### src/rtl/viterbi_pkg.sv
// Definitions shared by the Viterbi transmit and receive ends.
// Holds the code constants, the symbol type and the encoder FSM states.
package viterbi_pkg;

    localparam int K = 3;
    localparam logic [K-1:0] G0 = 3'b111;
    localparam logic [K-1:0] G1 = 3'b101;

    typedef logic [1:0] symbol_t;

    typedef enum logic [1:0] {
        IDLE = 2'd0,
        DATA = 2'd1,
        TAIL = 2'd2
    } enc_state_t;

    // taps = {u, s1, s2}; the MSB of each generator multiplies the newest bit
    function automatic logic gen_parity(input logic [K-1:0] g, input logic [K-1:0] taps);
        return ^(g & taps);
    endfunction

endpackage

### src/rtl/conv_enc_core.sv
// K=3 shift register and generator XOR network.
// The symbol output is combinational; the state advances only on i_step.
module conv_enc_core
    import viterbi_pkg::*;
(
    input  logic    clk,
    input  logic    rst,
    input  logic    i_step,
    input  logic    i_force_zero,
    input  logic    i_bit,
    output symbol_t o_sym
);

    logic r_s1;
    logic r_s2;
    logic w_u;

    assign w_u   = i_force_zero ? 1'b0 : i_bit;
    assign o_sym = {gen_parity(G0, {w_u, r_s1, r_s2}),
                    gen_parity(G1, {w_u, r_s1, r_s2})};

    // Encoder memory: shifts in the (possibly forced) input bit on each step
    always_ff @(posedge clk) begin
        if (rst) begin
            r_s1 <= 1'b0;
            r_s2 <= 1'b0;
        end else if (i_step) begin
            r_s2 <= r_s1;
            r_s1 <= w_u;
        end else begin
            r_s1 <= r_s1;
            r_s2 <= r_s2;
        end
    end

endmodule

### src/rtl/conv_encoder_term.sv
// Rate-1/2 K=3 convolutional encoder with optional zero-tail termination
// after every FRAME_LEN information bits; all symbol outputs registered.
module conv_encoder_term
    import viterbi_pkg::*;
#(
    parameter int FRAME_LEN = 16,
    parameter int TAIL_EN   = 1
) (
    input  logic    clk,
    input  logic    rst,
    input  logic    enable_i,
    input  logic    d_in,
    output logic    ready_o,
    output logic    valid_o,
    output symbol_t d_out,
    output logic    sof_o,
    output logic    eof_o
);

    localparam int CNT_W = $clog2(FRAME_LEN + 1);
    localparam logic [CNT_W-1:0] FRAME_LEN_C = CNT_W'(FRAME_LEN);

    enc_state_t       r_state;
    enc_state_t       w_state_nxt;
    logic [CNT_W-1:0] r_bit_cnt;
    logic [CNT_W-1:0] w_cnt_nxt;
    logic [CNT_W-1:0] w_cnt_inc;
    logic             r_tail_cnt;
    logic             w_tail_nxt;
    logic             w_ready;
    logic             w_accept;
    logic             w_last;
    logic             w_step;
    logic             w_force_zero;
    logic             w_sof;
    logic             w_eof;
    symbol_t          w_sym;

    logic             r_valid;
    symbol_t          r_dout;
    logic             r_sof;
    logic             r_eof;

    conv_enc_core u_core (
        .clk          (clk),
        .rst          (rst),
        .i_step       (w_step),
        .i_force_zero (w_force_zero),
        .i_bit        (d_in),
        .o_sym        (w_sym)
    );

    assign w_ready   = (r_state != TAIL);
    assign w_accept  = enable_i && w_ready;
    assign w_cnt_inc = r_bit_cnt + {{(CNT_W-1){1'b0}}, 1'b1};
    assign w_last    = (w_cnt_inc == FRAME_LEN_C);

    // Next-state, counters and per-cycle symbol controls
    always_comb begin
        w_state_nxt  = r_state;
        w_cnt_nxt    = r_bit_cnt;
        w_tail_nxt   = r_tail_cnt;
        w_step       = 1'b0;
        w_force_zero = 1'b0;
        w_sof        = 1'b0;
        w_eof        = 1'b0;
        case (r_state)
            IDLE, DATA: begin
                if (w_accept) begin
                    w_step = 1'b1;
                    w_sof  = (r_state == IDLE);
                    if (w_last) begin
                        w_cnt_nxt = {CNT_W{1'b0}};
                        if (TAIL_EN != 0) begin
                            w_state_nxt = TAIL;
                            w_tail_nxt  = 1'b0;
                        end else begin
                            // continuous stream: encoder memory carries into the next frame
                            w_eof       = 1'b1;
                            w_state_nxt = IDLE;
                        end
                    end else begin
                        w_cnt_nxt   = w_cnt_inc;
                        w_state_nxt = DATA;
                    end
                end else begin
                    w_state_nxt = r_state;
                end
            end
            TAIL: begin
                w_step       = 1'b1;
                w_force_zero = 1'b1;
                if (r_tail_cnt) begin
                    w_eof       = 1'b1;
                    w_tail_nxt  = 1'b0;
                    w_state_nxt = IDLE;
                end else begin
                    w_tail_nxt  = 1'b1;
                end
            end
            default: begin
                w_state_nxt = IDLE;
                w_cnt_nxt   = {CNT_W{1'b0}};
                w_tail_nxt  = 1'b0;
            end
        endcase
    end

    // FSM state and frame counters
    always_ff @(posedge clk) begin
        if (rst) begin
            r_state    <= IDLE;
            r_bit_cnt  <= {CNT_W{1'b0}};
            r_tail_cnt <= 1'b0;
        end else begin
            r_state    <= w_state_nxt;
            r_bit_cnt  <= w_cnt_nxt;
            r_tail_cnt <= w_tail_nxt;
        end
    end

    // Registered symbol and framing outputs; symbol is zero on idle cycles
    always_ff @(posedge clk) begin
        if (rst) begin
            r_valid <= 1'b0;
            r_dout  <= 2'b00;
            r_sof   <= 1'b0;
            r_eof   <= 1'b0;
        end else begin
            r_valid <= w_step;
            r_dout  <= w_step ? w_sym : 2'b00;
            r_sof   <= w_sof;
            r_eof   <= w_eof;
        end
    end

    assign ready_o = w_ready;
    assign valid_o = r_valid;
    assign d_out   = r_dout;
    assign sof_o   = r_sof;
    assign eof_o   = r_eof;

endmodule

### config.mk
export PLATFORM = sky130hd
export DESIGN_NAME = conv_encoder_term
export DESIGN_NICKNAME = d
export VERILOG_FILES = /design/src/rtl/viterbi_pkg.sv /design/src/rtl/conv_enc_core.sv /design/src/rtl/conv_encoder_term.sv
export SDC_FILE = /design/constraint.sdc
export NUM_CORES = 1
export LEC_CHECK = 0
export CORE_MARGIN = 5
export CORE_UTILIZATION = 44
export CTS_CLUSTER_SIZE = 12
export DETAILED_ROUTE_END_ITERATION = 8
export GPL_TIMING_DRIVEN = 0
export HOLD_SLACK_MARGIN = 0.02
export PLACE_DENSITY = 0.63
export SLEW_MARGIN = 10
export SYNTH_ARGS = -nofsm -noshare
export SYNTH_HDL_FRONTEND = slang
export SYNTH_SLANG_ARGS = --single-unit
### constraint.sdc
create_clock -name clk -period 3.2 [get_ports clk]
set_input_delay 0.8 -clock clk [delete_from_list [all_inputs] [get_ports clk]]
set_output_delay 0.8 -clock clk [all_outputs]
set_load 0.01 [all_outputs]
==> results of run 1 <==
cells by family after synthesis:
logic type | synth area share [%]
and+or+nand+nor | 26.1
AOI/OAI and AO/OA | 19.9
DFF | 41.2
buffers and inverters | 4.46
muxes | 4.29
xor gates and xnor gates | 2.40
adders and majority gates | 1.71
registers in the layout, summed over array words and instances (netlist names):
name / cells
r_tail_cnt: 1
r_bit_cnt: 5
sof_o: 1
u_core.r_s1: 1
r_state: 2
d_out: 2
eof_o: 1
valid_o: 1
u_core.r_s2: 1
critical path, cell delays in order, from the launching register on:
cell             delay (ns)
dfxtp_1                0.44
and2b_2                0.30
inv_2                  0.11
clkdlybuf4s50_1        0.55
area by class of cell:
class,instances,share of cell area [%]
Clock buffer,4,3.07
Sequential cell,15,35.1
Buffer,4,2.05
Tap cell,16,2.34
Inverter,4,1.75
Multi-Input combinational cell,57,46.3
Timing Repair Buffer,8,9.36
final timing paths:
path / startpoint / to / slack (ns) / cells after the start
setup / recovery: r_state[0] / ready_o / 0.72 / 3
hold / removal: r_tail_cnt / eof_o / 0.50 / 1
setup reg to reg: r_bit_cnt[0] / r_bit_cnt[0] / 1.71 / 4
hold reg to reg: r_tail_cnt / eof_o / 0.50 / 1
through the flow:
stage / total power (uW) / cell area, um2
final: 353 / 856
after global routing: 374 / 856
after CTS: 360 / 856
after detailed placement: 250 / 830
after global placement: 248 / 830
after floorplan: 234 / 729
layer usage:
metal  vias to the layer above  share of wire (%)  wire length, um
li1                        319                  -                -
met1                       287                 49              715
met2                        10                 45              655
met3                         2                4.9               72
met4                         0               0.76               11
met5                         -                  0                0
cells in the final DEF, fill, tap and decap left out, drive strengths merged, types with 2 or more instances in the layout:
cell	Yosys	layout
nand2b	3	3
a21oi	6	6
dfxtp	15	15
or3	4	4
clkdlybuf4s50	0	8
o21ai	3	3
clkbuf	2	6
and3	2	2
mux2i	2	2
inv	4	4
nand3	3	3
and4b	3	3
nor2b	4	4
a221oi	2	2
nand2	4	4
nor2	4	4
buf	2	2
synth_stat cells (all sizes together):
cell / count
nand4: 1
ha: 1
nand2b: 3
and3: 2
o2bb2ai: 1
nor3b: 1
xnor2: 1
or3: 4
xor2: 1
buf: 2
and2b: 1
o21a: 1
dfxtp: 15
mux2i: 2
nor4: 1
inv: 4
a21bo: 1
a2bb2oi: 1
nor3: 1
nor2: 4
and4b: 3
a22oi: 1
nand3: 3
nor2b: 4
a2111oi: 1
a221oi: 2
o21ai: 3
a21oi: 6
a311o: 1
mux2: 1
o311ai: 1
nand2: 4
clkbuf: 2
power breakdown:
part	internal [uW]	switching [uW]
Sequential	196	7.52
Clock	48.4	59.3
Combinational	21.6	20.1
Total	266	86.9
==> flow_metrics.env, run 1 <==
export IMPL_setup_viol=0
export IMPL_hold_class="flop to flop"
export IMPL_clock_latency_ns=0.28
export IMPL_synthDistinctLibCells=35
export IMPL_met3_usage_pct=6.21
export IMPL_drive_gt1_share_pct=10.9
export IMPL_ant_nets=0
export IMPL_io_buffer_count=8
export IMPL_grt_ovfl_total=0
export IMPL_busiest_layer="met2"
export IMPL_synth_area_leaders="dfxtp_1 41%, a21oi_1 4.1%, and4b_1 4.1%, nor2b_1 3.4%, or3_1 3.4%"
export IMPL_fin_crit_sh_pct=77.4
export IMPL_syn_num_nets=85
export IMPL_ir_worst_vdd_v=0.000216
export IMPL_track_usage_pct=12.4
export IMPL_drt_pass1_iter_count=4
export IMPL_met2_usage_pct=19.0
export IMPL_regArea_um2=300
export IMPL_core_area_um2=1540
export IMPL_post_cts_setup_buffer_count=0
export IMPL_worst_path_max_fanout=6
export IMPL_drc_errors=0
export IMPL_syn_area_per_cell_um2=9.12
export IMPL_netlist_instances=80
export IMPL_num_rows=14
export IMPL_grt_max_degree=11
export IMPL_netlist_area_um2=729
export IMPL_synth_top_cell_area_share_pct=41.2
export IMPL_yosys_warnings=0
export IMPL_start_kind="flop"
export IMPL_io_pin_count=10
export IMPL_grt_antenna_before_repair=0
export IMPL_nets=98
export IMPL_crit_arrival_ns=1.68
export IMPL_p_per_area_nw_per_um2=412
export IMPL_finish_utilization_pct=55.5
export IMPL_wl_per_cell_um=13.5
export IMPL_crit_type="flop to output port"
export IMPL_pre_cts_ws_ns=0.910
export IMPL_initial_utilization_pct=47.3
export IMPL_cts_hold_buf=0
export IMPL_cts_max_level=1
export IMPL_drt_iter0_drc=11
export IMPL_antenna_cells=0
export IMPL_skew_ns=0.00356
export IMPL_ys_ff_latch=15
export IMPL_status="complete, no violations"
export IMPL_area_growth_syn_to_layout_pct=17.3
export IMPL_synth_top_area_cell="dfxtp_1"
export IMPL_dieArea_um2=2570
export IMPL_slew_limit_headroom_pct=70.0
export IMPL_place_gp_congestion=0.720
export IMPL_tns_ns=0
export IMPL_cts_resized_gates=0
export IMPL_grt_util_met1_pct=16.2
export IMPL_yosysSeqAreaShare_pct=41.2
export IMPL_clock_path_buffers=2
export IMPL_tightestPinTransition_ns=0.450
export IMPL_required_ns=2.40
export IMPL_cts_buffers=3
export IMPL_die_h_um=50.7
export IMPL_num_vias=618
export IMPL_die_w_um=50.7
export IMPL_cts_tree="built"
export IMPL_endpoint_kind="output port"
export IMPL_rsz0062_at_grt="no"
export IMPL_root_buffer="clkbuf_4"
export IMPL_fillerInstances=151
export IMPL_cap_violations=0
export IMPL_instances_no_fill=108
export IMPL_routed_via_density=5.72
export IMPL_wl_mm=1.46
export IMPL_place_hpwl_mm=1.06
export IMPL_dp_cells=104
export IMPL_grt_pass1_wl_mm=2.52
export IMPL_multi_input_area_um2=397
export IMPL_period_minus_slack_ns=2.48
export IMPL_grt_pass1_vias=557
export IMPL_hold_ws_ns=0.498
export IMPL_drv_slew=0
export IMPL_p_leak_uw=0.000352
export IMPL_cts_sinks=15
export IMPL_clock_fmax_mhz=404
export IMPL_setup_ws_ns=0.723
export IMPL_hold_violations=0
export IMPL_clk_pin_slew_ns=0.09
Power figures use the tool's default switching activity.
==> run 2: changes to the inputs <==
clock period = 2.54 ns   (was 3.2 ns; I/O delays follow)
==> results of run 2 <==
The final DEF is identical to that of run 1. Status: complete, no violations.
Among the figures that moved: setup slack after placement 0.910 ns -> 0.415 ns; setup slack after layout 0.723 ns -> 0.228 ns; register-to-register setup slack 1.71 ns -> 1.05 ns; total power 353 uW -> 445 uW; worst IR drop on VDD 0.000216 V -> 0.000272 V
==> run 3: changes to the inputs <==
CAP_MARGIN = 5   (was unset)
SLEW_MARGIN = 25   (was 10)
==> results of run 3 <==
The final DEF is identical to that of run 1. Status: complete, no violations.
Among the figures that moved: setup slack after placement 0.910 ns -> 0.415 ns; setup slack after layout 0.723 ns -> 0.228 ns; register-to-register setup slack 1.71 ns -> 1.05 ns; total power 353 uW -> 445 uW; worst IR drop on VDD 0.000216 V -> 0.000272 V
